--- config.mk ---
export PLATFORM = sky130hd
export DESIGN_NAME = ula
export DESIGN_NICKNAME = d
export VERILOG_FILES = /design/src/rtl/ula_pkg.sv /design/src/rtl/ula_core.sv /design/src/rtl/ula.sv
export SDC_FILE = /design/constraint.sdc
export NUM_CORES = 1
export LEC_CHECK = 0
export CAP_MARGIN = 20
export CORE_MARGIN = 2
export CORE_UTILIZATION = 45
export DETAILED_ROUTE_END_ITERATION = 8
export DONT_BUFFER_PORTS = 1
export HOLD_SLACK_MARGIN = 0.15
export SLEW_MARGIN = 5
export SYNTH_ARGS = -nofsm -noshare
export SYNTH_HDL_FRONTEND = slang
export SYNTH_SLANG_ARGS = --single-unit
--- constraint.sdc ---
create_clock -name clk -period 0.8 [get_ports clk]
set_clock_uncertainty 0.1 [all_clocks]
set_input_delay 0.04 -clock clk [delete_from_list [all_inputs] [get_ports clk]]
set_output_delay 0.04 -clock clk [all_outputs]
set_load 0.005 [all_outputs]
--- src/rtl/ula_pkg.sv ---
// Shared constants for the ULA: opcode encodings and the default datapath width.
package ula_pkg;

  localparam int ULA_WIDTH = 8;

  localparam logic [2:0] OP_ADD = 3'b000;
  localparam logic [2:0] OP_SUB = 3'b001;
  localparam logic [2:0] OP_AND = 3'b010;
  localparam logic [2:0] OP_OR  = 3'b011;
  localparam logic [2:0] OP_XOR = 3'b100;
  localparam logic [2:0] OP_NOT = 3'b101;
  localparam logic [2:0] OP_EQ  = 3'b110;
  localparam logic [2:0] OP_NEQ = 3'b111;

endpackage

--- src/rtl/ula_core.sv ---
// Purely combinational ULA datapath. Carry/zero flags exist only when ULA_FLAGS_EN is defined.
module ula_core
  import ula_pkg::*;
#(
  parameter int WIDTH = ULA_WIDTH
) (
  input  logic [WIDTH-1:0] a_i,
  input  logic [WIDTH-1:0] b_i,
  input  logic [2:0]       opcode_i,
  output logic [WIDTH-1:0] result_o
`ifdef ULA_FLAGS_EN
  ,
  output logic             carry_o,
  output logic             zero_o
`endif
);

  // An opcode that matches no item (including X/Z in simulation) falls to the zero default.
  always_comb begin
    result_o = {WIDTH{1'b0}};
    case (opcode_i)
      OP_ADD:  result_o = a_i + b_i;
      OP_SUB:  result_o = a_i - b_i;
      OP_AND:  result_o = a_i & b_i;
      OP_OR:   result_o = a_i | b_i;
      OP_XOR:  result_o = a_i ^ b_i;
      OP_NOT:  result_o = ~a_i;
      OP_EQ:   result_o = {{(WIDTH-1){1'b0}}, (a_i == b_i)};
      OP_NEQ:  result_o = {{(WIDTH-1){1'b0}}, (a_i != b_i)};
      default: result_o = {WIDTH{1'b0}};
    endcase
  end

`ifdef ULA_FLAGS_EN
  // a + b overflows exactly when a exceeds the largest value b can still be added to.
  always_comb begin
    carry_o = 1'b0;
    case (opcode_i)
      OP_ADD:  carry_o = (a_i > ~b_i);
      OP_SUB:  carry_o = (a_i < b_i);
      default: carry_o = 1'b0;
    endcase
  end

  assign zero_o = (result_o == {WIDTH{1'b0}});
`endif

endmodule

--- src/rtl/ula.sv ---
// ULA top: registers the ula_core result (and flags when ULA_FLAGS_EN is defined)
// with one-cycle latency and asynchronous active-low reset.
module ula
  import ula_pkg::*;
#(
  parameter int WIDTH = ULA_WIDTH
) (
  input  logic             clk,
  input  logic             rst_n,
  input  logic [WIDTH-1:0] a,
  input  logic [WIDTH-1:0] b,
  input  logic [2:0]       opcode,
  output logic [WIDTH-1:0] s
`ifdef ULA_FLAGS_EN
  ,
  output logic             carry,
  output logic             zero
`endif
);

  logic [WIDTH-1:0] s_d;
  logic [WIDTH-1:0] s_q;

`ifdef ULA_FLAGS_EN
  logic carry_d;
  logic carry_q;
  logic zero_d;
  logic zero_q;
`endif

  ula_core #(
    .WIDTH(WIDTH)
  ) u_core (
    .a_i      (a),
    .b_i      (b),
    .opcode_i (opcode),
    .result_o (s_d)
`ifdef ULA_FLAGS_EN
    ,
    .carry_o  (carry_d),
    .zero_o   (zero_d)
`endif
  );

  // Output register: loads every edge, cleared asynchronously.
  always_ff @(posedge clk or negedge rst_n) begin
    if (!rst_n) begin
      s_q     <= {WIDTH{1'b0}};
`ifdef ULA_FLAGS_EN
      carry_q <= 1'b0;
      zero_q  <= 1'b0;
`endif
    end else begin
      s_q     <= s_d;
`ifdef ULA_FLAGS_EN
      carry_q <= carry_d;
      zero_q  <= zero_d;
`endif
    end
  end

  assign s = s_q;
`ifdef ULA_FLAGS_EN
  assign carry = carry_q;
  assign zero  = zero_q;
`endif

endmodule

==> impl_metrics.env <==
export IMPL_status="complete, but fails checks"
export IMPL_violations="negative hold slack, negative setup slack"
export IMPL_ys_seq_area_frac=0.1440
export IMPL_hold_start="opcode[0]"
export IMPL_place_hpwl_mm=3.325
export IMPL_ys_ff_latch=8
export IMPL_core_region_area_um2=3003
export IMPL_drive_above_1_share=0.4222
export IMPL_io_pins=29
export IMPL_synth_top_area_share=0.2070
export IMPL_worstPathArrival_ns=1.61
export IMPL_largest_reg_flops=8
export IMPL_whs_ns=-0.1170
export IMPL_cts_sinks=8
export IMPL_synth_ff_type="dfrtp_1"
export IMPL_die_area_um2=3550
export IMPL_vias=1578
export IMPL_hold_viol_final=5
export IMPL_die_height_um=59.58
export IMPL_initial_utilization=0.4629
export IMPL_placed_area_um2=1867
export IMPL_area_growth_pct=45.63
export IMPL_synthTopCellsByCount="23 x ha_1, 23 x inv_1, 14 x o21ai_0"
export IMPL_setup_slack_ns=-0.7255
export IMPL_ant_nets=0
export IMPL_cts_max_level=1
export IMPL_clk_pin_slew_ns=0.05
export IMPL_antenna_found_initial=1
export IMPL_power_density_nw_per_um2=951.3
export IMPL_setup_tns_ns=-4.588
export IMPL_critical_path_class="primary input to register"
export IMPL_cp_startpoint="b[1]"
export IMPL_synth_net_count=229
export IMPL_min_path_type="primary input to register"
export IMPL_grt_pass1_vias=1609
export IMPL_drc_errors=0
export IMPL_dp_slack_ns=-0.9922
export IMPL_yosysTopAreaCell="ha_1"
export IMPL_final_cells=258
export IMPL_cts_tree="done"
export IMPL_hold_buffers=1
export IMPL_synth_edf_count=0
export IMPL_grt_pass1_wl_mm=6.900
export IMPL_port_buffers=0
export IMPL_maxCapViolations=0
export IMPL_drt_pre_antenna_iters=4
export IMPL_power_leakage_nw=0.8855
export IMPL_power_mw=1.926
export IMPL_crit_fanout=3
export IMPL_drt_vias_per_instance=6.116
export IMPL_num_nets_final=273
export IMPL_worst_ir_drop_vdd_mv=0.3823
export IMPL_setup_violations=8
export IMPL_syn_area_per_cell_um2=7.596
export IMPL_overflow=0
export IMPL_path_delay_family="compound AO/OA/AOI/OAI gates"
export IMPL_crit_path_end_kind="register"
export IMPL_cts_buffer_depth=2
export IMPL_fill_cells=252
export IMPL_tightest_slew_ns=0.4269
export IMPL_die_w_um=59.58
export IMPL_ys_top_cells_by_area="ha_1 21%, dfrtp_1 14%, inv_1 6.2%"
export IMPL_dp_cells=250
export IMPL_finalCritPeriodShare=1.907
export IMPL_ys_warnings_count=0
export IMPL_netlist_instances=183
export IMPL_cts_buffers=3
export IMPL_post_route_min_period_ns=1.525
export IMPL_place_congestion=0.8844
export IMPL_ys_types=49
export IMPL_netlist_area_um2=1390
export IMPL_slew_viol_final=0
export IMPL_grt_usage=0.2550
export IMPL_rsz0062_at_grt="yes"
export IMPL_slowest_delay_ns=0.43
export IMPL_cp_slowest_cell="a2111o_1"
export IMPL_path_cells="clkinvlp_4, ha_4, nor3_2, a211o_1, a311o_1, a2111o_1, nand4_1"
export IMPL_drt_iter0_drc=64
export IMPL_worstPathRequired_ns=0.88
export IMPL_wl_per_cell_um=16.62
export IMPL_design_area_um2=2024
export IMPL_num_rows=20
export IMPL_n_antenna_cell=0
export IMPL_fmax_mhz=655.5
export IMPL_slew_headroom=0.7124
export IMPL_cts_root_buf="clkbuf_4"
export IMPL_path_buf_inv=1
export IMPL_startpoint_type="primary input"
export IMPL_ys_async_sr_fraction=1.000
export IMPL_grt_max_degree=25
export IMPL_final_core_utilization=0.6742
export IMPL_wirelength_mm=4.287
==> cells in the final DEF, fill, tap and decap left out, types with 4 or more instances in the layout <==
| cell | count |
|---|---|
| a21oi_1 | 12 |
| buf_4 | 47 |
| dfrtp_1 | 8 |
| ha_1 | 16 |
| ha_4 | 7 |
| inv_1 | 12 |
| inv_2 | 6 |
| nand2_1 | 8 |
| nand2b_1 | 4 |
| nor2_1 | 10 |
| nor2b_1 | 5 |
| o21ai_0 | 10 |
| o22ai_1 | 4 |
==> report_power, final <==
part | internal [mW] | switching (mW) | leakage, nW
sequential | 0.462 | 0.0252 | 0.0925
combinational | 0.602 | 0.543 | 0.779
clock | 0.171 | 0.123 | 0.0138
==> area by class of cell <==
cell class / count / area (µm²) / share of cell area
multi-input cells: 139 / 1229 / 0.6069
flip-flops and latches: 8 / 200.2 / 0.09889
clock buffers: 3 / 22.52 / 0.01112
well taps: 33 / 41.29 / 0.02040
repair buffers: 50 / 385.4 / 0.1904
inverters: 25 / 146.4 / 0.07231
==> worst paths after layout <==
| check | to | slack [ns] | depth (start not counted) |
|---|---|---|---|
| max in group asynchronous | s[1] | 0.34 | 1 |
| max | s[7] | -0.73 | 7 |
| min in group asynchronous | s[5] | 0.02 | 1 |
| min | s[0] | -0.12 | 2 |
==> per-layer routing <==
| layer | vias up | GRT usage | wire (µm) |
|---|---|---|---|
| met2 | 63 | 0.4427 | 2072 |
| met4 | 0 | 0.1048 | 113 |
| met5 | - | 0 | 0 |
| met1 | 748 | 0.3107 | 1849 |
| met3 | 12 | 0.03930 | 251 |
| li1 | 755 | - | - |
==> kinds of logic after synthesis <==
| family | synth area share |
|---|---|
| simple gates | 0.1782 |
| mux | 0.007201 |
| flops | 0.1440 |
| compound gates | 0.3168 |
| xor+xnor | 0.01260 |
| buf+inv | 0.1053 |
| fa+ha+maj | 0.2358 |
==> repair_timing <==
item,CTS,global route
hold endpoints to repair,16,16
buffers inserted,3,1
gates resized for setup,11,10
setup endpoints to repair,8,11
pin swaps,12,6
Power figures use the tool's default switching activity.
